$ cat src/rtl/arcade_input_map.sv
// arcade_input_map: joystick/keyboard merge, rotation, opposing-direction cleanup and coin pulse shaping (autofire via ARCADE_INPUT_AUTOFIRE_EN)
module arcade_input_map #(
  parameter int NUM_PLAYERS = 2,
  parameter int COIN_PULSE  = 8,
  parameter int AF_PERIOD   = 4
) (
  input  logic                       clk_sys,
  input  logic                       reset,
  input  logic                       vblank,
  input  logic [1:0]                 rotate,
  input  logic [7:0]                 kbjoy,
  input  logic [8*NUM_PLAYERS-1:0]   joy,
  output logic [4*NUM_PLAYERS-1:0]   dir,
  output logic [NUM_PLAYERS-1:0]     fire,
  output logic [NUM_PLAYERS-1:0]     start,
  output logic                       coin
);
  typedef enum logic [1:0] {IDLE, PULSE, HOLD} coin_st_t;
  coin_st_t st_d, st_q;
  logic vblank_q, tick, coin_src, coin_in_q, armed_d, armed_q, go;
  logic [1:0] rot_d, rot_q;
  logic [7:0] cnt_d, cnt_q;
  logic [4*NUM_PLAYERS-1:0] dir_d, dir_q;
  logic [NUM_PLAYERS-1:0] fire_d, fire_q, start_d, start_q, af_term;
  assign tick  = vblank & ~vblank_q;
  assign dir   = dir_q;
  assign fire  = fire_q;
  assign start = start_q;
  assign coin  = st_q == PULSE;
  // v and result are {right, left, down, up}; rotate then drop contradictory pairs
  function automatic logic [3:0] map_dir(input logic [3:0] v, input logic [1:0] rt);
    logic u, d, l, r, mu, md, ml, mr;
    {r, l, d, u} = v;
    mu = rt == 2'b00 ? u : rt == 2'b01 ? r : rt == 2'b10 ? d : l;
    mr = rt == 2'b00 ? r : rt == 2'b01 ? d : rt == 2'b10 ? l : u;
    md = rt == 2'b00 ? d : rt == 2'b01 ? l : rt == 2'b10 ? u : r;
    ml = rt == 2'b00 ? l : rt == 2'b01 ? u : rt == 2'b10 ? r : d;
    return {mr & ~ml, ml & ~mr, md & ~mu, mu & ~md};
  endfunction
`ifdef ARCADE_INPUT_AUTOFIRE_EN
  logic [7:0] af_cnt_d [NUM_PLAYERS];
  logic [7:0] af_cnt_q [NUM_PLAYERS];
  logic [NUM_PLAYERS-1:0] af_ph_d, af_ph_q, af_act_d, af_act_q;
  // autofire phase: set on first held cycle, flips every AF_PERIOD ticks, cleared on release
  always_comb begin
    for (int n = 0; n < NUM_PLAYERS; n++) begin
      af_act_d[n] = joy[8*n+5];
      af_ph_d[n]  = !joy[8*n+5] ? 1'b0 : !af_act_q[n] ? 1'b1 :
                    (tick && af_cnt_q[n] == 8'(AF_PERIOD - 1)) ? ~af_ph_q[n] : af_ph_q[n];
      af_cnt_d[n] = (!joy[8*n+5] || !af_act_q[n]) ? 8'd0 : !tick ? af_cnt_q[n] :
                    af_cnt_q[n] == 8'(AF_PERIOD - 1) ? 8'd0 : af_cnt_q[n] + 8'd1;
    end
    af_term = af_ph_d;
  end
  // autofire state registers
  always_ff @(posedge clk_sys) begin
    if (reset) begin
      af_ph_q  <= '0;
      af_act_q <= '0;
      for (int n = 0; n < NUM_PLAYERS; n++) af_cnt_q[n] <= 8'd0;
    end else begin
      af_ph_q  <= af_ph_d;
      af_act_q <= af_act_d;
      for (int n = 0; n < NUM_PLAYERS; n++) af_cnt_q[n] <= af_cnt_d[n];
    end
  end
`else
  // without autofire the button simply acts as a second fire button
  always_comb begin
    af_term = '0;
    for (int n = 0; n < NUM_PLAYERS; n++) af_term[n] = joy[8*n+5];
  end
`endif
  // per-player merge of keyboard into player 0, rotation, fire/start and coin source
  always_comb begin
    rot_d    = tick ? rotate : rot_q;
    coin_src = kbjoy[3];
    dir_d    = '0;
    fire_d   = '0;
    start_d  = '0;
    for (int n = 0; n < NUM_PLAYERS; n++) begin
      dir_d[4*n +: 4] = map_dir({joy[8*n], joy[8*n+1], joy[8*n+2], joy[8*n+3]} | (n == 0 ? kbjoy[7:4] : 4'b0), rot_q);
      fire_d[n]  = joy[8*n+4] | af_term[n] | (n == 0 && kbjoy[0]);
      start_d[n] = joy[8*n+6] | (n < 2 && kbjoy[1+n]);
      coin_src   = coin_src | joy[8*n+7];
    end
  end
  // coin FSM: armed only once the source has been seen low, so a coin held through reset never fires
  always_comb begin
    go      = st_q == IDLE && coin_in_q && armed_q;
    armed_d = ~coin_src | (armed_q & ~go);
    cnt_d   = go ? 8'd0 : (st_q == PULSE && tick && cnt_q != 8'hff) ? cnt_q + 8'd1 : cnt_q;
    st_d    = go ? PULSE : (st_q == PULSE && cnt_d == 8'(COIN_PULSE)) ? HOLD :
              (st_q == HOLD && !coin_in_q) ? IDLE : st_q;
  end
  // state and output registers
  always_ff @(posedge clk_sys) begin
    if (reset) begin
      vblank_q  <= 1'b0;
      rot_q     <= 2'b00;
      dir_q     <= '0;
      fire_q    <= '0;
      start_q   <= '0;
      coin_in_q <= 1'b0;
      armed_q   <= 1'b0;
      st_q      <= IDLE;
      cnt_q     <= 8'd0;
    end else begin
      vblank_q  <= vblank;
      rot_q     <= rot_d;
      dir_q     <= dir_d;
      fire_q    <= fire_d;
      start_q   <= start_d;
      coin_in_q <= coin_src;
      armed_q   <= armed_d;
      st_q      <= st_d;
      cnt_q     <= cnt_d;
    end
  end
endmodule

$ cat config.mk
export PLATFORM = sky130hd
export DESIGN_NAME = arcade_input_map
export DESIGN_NICKNAME = d
export VERILOG_FILES = /design/src/rtl/arcade_input_map.sv
export SDC_FILE = /design/constraint.sdc
export NUM_CORES = 1
export LEC_CHECK = 0
export BUFFER_PORTS_ARGS = -buffer_cell sky130_fd_sc_hd__buf_2
export CAP_MARGIN = 0
export CELL_PAD_IN_SITES_DETAIL_PLACEMENT = 1
export CELL_PAD_IN_SITES_GLOBAL_PLACEMENT = 1
export CORE_MARGIN = 2
export CORE_UTILIZATION = 35
export DETAILED_ROUTE_END_ITERATION = 8
export GPL_TIMING_DRIVEN = 0
export PLACE_DENSITY_LB_ADDON = 0.1
export SYNTH_ARGS = -nofsm -noshare
export SYNTH_HDL_FRONTEND = slang
export SYNTH_SLANG_ARGS = --single-unit
$ cat constraint.sdc
create_clock -name clk_sys -period 2.48 [get_ports clk_sys]
set_input_delay 0.496 -clock clk_sys [delete_from_list [all_inputs] [get_ports clk_sys]]
set_output_delay 0.496 -clock clk_sys [all_outputs]
set_load 0.02 [all_outputs]
# Word-level counts from Yosys, hierarchy flattened
# Cells that the tools add are included.
# totals
register_bits	27
latchBits	0
mem_bits_rw	0
romBits	0
wordCells	88
n_memories	0
# op_classes
add_sub_neg	1
multipliers	0
div_mod_pow	0
magnitude_cmp	0
n_eq_ne	6
shift	0
muxes	29
bitwise	30
n_reduce_logical	12
# op_table
operator	count
two-way mux 1 bit	25
two-way mux 8 bit	2
inverter 1 bit	11
AND 1 bit	10
adder 8 x 1 -> 8 bit, second input constant	1
equality test 8 x 4 -> 1 bit, second input constant	1
!= test 8 bit, second input constant	1
OR 1 bit	8
logical AND 1 bit	6
equality test 2 x 1 -> 1 bit, second input constant	2
equality test 2 bit, second input constant	2
logical NOT 2 bit	2
two-way mux 2 bit	2
OR 4 bit	1
nonzero test 3 bit	1
nonzero test 2 bit	1
OR reduction 2 bit	1
logical NOT 1 bit	1

# Longest topological paths before layout
# depth
depth_word	10
ltp_mapped	6

# Worst setup path after synthesis
# OpenSTA, ideal clock, no wires.
# synth_timing
kind	register to register
start	register cnt_q[0]
end	register st_q[0]
arrival_time_ps	1502
required_time_ps	2347
path_slack_ps	845
stages_incl_launch_ff	7
period_less_slack_ps	1635
path_cell_list	dfxtp_1 > ha_1 > nand3_1 > o21ai_1 > mux2i_1 > o211a_1 > a211oi_2
# synth_via
elab_chain_len	8
elab_cells_between_ends	10
classes_between	1 x add/sub; 2 x eq/ne; 4 x mux; 3 x reduce/logical
# synth_rtl
item	line	text
start: declaration	22	logic [7:0] cnt_d, cnt_q;
start signal: assignment	117	cnt_q <= cnt_d;
parallel branches: the longest is 2 deep, another holds adder 8 x 1 -> 8 bit	n/a	
two-way mux 8 bit * (2 in series)	92	cnt_d = go ? 8'd0 : (st_q == PULSE && tick && cnt_q != 8'hff) ? cnt_q + 8'd1 : cnt_q;
equality test 8 x 4 -> 1 bit *	93	st_d = go ? PULSE : (st_q == PULSE && cnt_d == 8'(COIN_PULSE)) ? HOLD :
logical AND 1 bit *	93	
two-way mux 2 bit	93	
two-way mux 1 bit	93	
end signal: assignment	116	st_q <= st_d;
end: declaration	19	coin_st_t st_d, st_q;
# Mark *: on every way between the ends.
# A chain may end at the register's enable or synchronous reset.

# Worst setup path after layout
# Ends and elaborated chain as after synthesis.

==> results.py <==
metrics = {
    "outcome": {
        "outcome": "complete, no violations",
    },
    "clock_tree": {
        "clock_path_buffers": 2,
        "clk_latency_ns": 0.28,
        "cts_setup_buffers": 0,
        "clock_sinks": 27,
        "htreeDepth": 1,
        "cts_root_buf": "clkbuf_8",
        "tritoncts": "done",
        "cts_inserted_buffers": 3,
        "cts_resized": 0,
        "clkSlewWorstSetupHoldPaths_ns": 0.09,
        "hold_buffers": 0,
    },
    "sta": {
        "rsz0062_at_grt": "false",
        "post-route-period-util": 0.766,
        "worst_slew_pin_slew_ns": 0.596,
        "fmax_ghz": 0.526,
        "min_period_ns": 1.90,
        "tns_ns": 0,
        "maxSlewHeadroom": 0.603,
        "setup_viol": 0,
        "hold_violations": 0,
        "slew_viol_final": 0,
        "holdWs_ns": 0.417,
        "fin_skew_ns": 0.00460,
    },
    "floorplanning": {
        "die-area_mm2": 0.00427,
        "die_w_um": 65.3,
        "die_h_um": 65.3,
        "core_mm2": 0.00363,
        "row_count": 22,
        "io_pins": 42,
        "initial_core_util": 0.362,
    },
    "final_layout": {
        "fill_cells": 467,
        "final_util": 0.448,
        "nNetsFinal": 227,
        "n_antenna_cell": 0,
        "area_growth_pct": 23.7,
        "layout_commonest_cell": "buf_2",
        "final_cell_mix": "42 x buf_2, 33 x nor2_1, 27 x dfxtp_1, 16 x mux2i_1, 10 x nor3_1",
        "drive_above_1_share": 0.260,
    },
    "drt": {
        "vias": 1239,
        "antenna_left": 0,
        "viasPerCell": 5.08,
        "routed_wirelength_mm": 3.16,
        "drt-initial-drc-count": 48,
        "drc": 0,
        "wl_per_cell_um": 12.9,
        "dr.pass1.iters": 4,
    },
    "placement": {
        "gp_congestion": 0.743,
        "portBuffers": 41,
        "hpwl_mm": 2.52,
    },
    "critical_path": {
        "cp.required_ns": 2.63,
        "crit_fanout": 6,
        "critical_path.slowest_cell": "dfxtp_1",
        "worst_setup_path_start_kind": "flip-flop",
        "critPathBufInv": 0,
        "cp-end-kind": "flip-flop",
        "crit_family": "compound AO/OA/AOI/OAI gates",
        "critPathArrivalTime_ns": 2.05,
        "critical_path_class": "reg2reg",
        "cp_cell_sequence": "ha_1 -> nand3_1 -> o21ai_1 -> mux2i_1 -> o211a_1 -> a211oi_2",
        "slowest_delay_ns": 0.45,
    },
    "grt": {
        "antenna_found_initial": 0,
        "grt_pass1_vias": 1180,
        "overflow": 0,
        "grt_start_max_net_pins": 16,
        "grt_pass1_wl_mm": 5.16,
        "gr-usage-all-layers": 0.156,
    },
    "power_and_ir_drop": {
        "pwr_density_cell_mw_per_mm2": 514,
        "vdd_drop_max_v": 0.000211,
        "p_leak_uw": 0.000724,
    },
    "yosys": {
        "synthCells": 151,
        "synth_warnings": 0,
        "syn_area_mm2": 0.00132,
        "synth_seq_area_share": 0.411,
        "synth_edf_count": 0,
        "synth_ff_type": "dfxtp_1",
        "yosys_register_bits": 27,
        "syn_nets": 181,
        "avgSynthCellArea_um2": 8.72,
        "async_flop_share": 0,
        "synth.distinct_cells": 36,
    },
    "job": {
        "maxCapViolations": 0,
    },
    "worst_hold_path": {
        "worstHoldPathType": "in2reg",
    },
}
path summary, 6_finish.rpt:
check / start / end / slack (ns) / depth (start not counted)
max reg2reg: cnt_q[0] / st_q[0] / 0.58 / 6
min reg2reg: armed_q / armed_q / 0.51 / 2
min: joy[12] / fire[1] / 0.42 / 3
max: cnt_q[0] / st_q[0] / 0.58 / 6
final cells by class:
class	count	area [µm²]	share of cell area
tap	48	60.1	0.0369
inverter	1	3.75	0.00231
clock inverter	1	5.00	0.00307
buffer	6	31.3	0.0192
multi-input combinational	117	741	0.455
timing repair buffer	41	205	0.126
clock buffer	3	41.3	0.0254
sequential	27	541	0.332
flip-flops by register name (all words and copies together), names as in the netlist:
register and flops:
start 2, vblank_q 1, rot_q 2, coin_in_q 1
armed_q 1, dir 8, st_q 2, cnt_q 8
fire 2
where the power goes:
group	internal [µW]	switching, µW
clock network	113	140
logic	55.7	70.0
registers	451	6.59
synth_stat cells (2+ instances only):
cell / count / area share
a21oi_1: 8 / 0.030
o211ai_1: 3 / 0.017
nand4_1: 2 / 0.0095
nor3_1: 10 / 0.038
mux2i_1: 16 / 0.12
clkbuf_1: 4 / 0.011
and2_1: 2 / 0.0095
o21ai_0: 3 / 0.011
nor2b_1: 9 / 0.043
xor2_1: 2 / 0.013
dfxtp_1: 27 / 0.41
nand2_1: 3 / 0.0086
nand2b_1: 2 / 0.0095
and4bb_1: 2 / 0.019
nand3_1: 3 / 0.011
and3_1: 2 / 0.0095
o21a_1: 2 / 0.011
nor2_1: 33 / 0.094
logic make-up (layout without fill, tap and decap cells):
kind of cell | count (synthesis) | in the layout | synth area share
AOI/OAI and AO/OA | 23 | 23 | 0.117
DFF | 27 | 27 | 0.411
adders and majority gates | 1 | 1 | 0.00950
muxes | 16 | 16 | 0.122
xor gates and xnor gates | 2 | 2 | 0.0133
and+or+nand+nor | 75 | 75 | 0.301
buffers and inverters | 7 | 52 | 0.0266
metal layers:
layer / global-route usage / vias to the layer above / routed length, µm
li1: - / 624 / -
met4: 0.0781 / 0 / 69
met1: 0.172 / 587 / 1370
met3: 0.0188 / 5 / 103
met2: 0.292 / 23 / 1620
met5: 0 / - / 0
metrics by stage:
| stage | instance area (µm²) | total power, µW | instances | setup slack, ns |
|---|---|---|---|---|
| 3_5_place_dp | 1580 | 595 | 240 | 0.599 |
| 5_1_grt | 1630 | 881 | 244 | 0.482 |
| 4_1_cts | 1630 | 848 | 244 | 0.579 |
| 3_3_place_gp | 1580 | 590 | 240 | 0.623 |
| 6_report | 1630 | 836 | 244 | 0.580 |
| 2_1_floorplan | 1320 | 544 | 151 | 0.845 |
tightest hold or removal path: cells and delay by family:
kind	cells	cell delay, ns
AND/OR/NAND/NOR	2	0.09
buffers and inverters	1	0.07
Note: power is estimated with default switching activity, not from simulation.
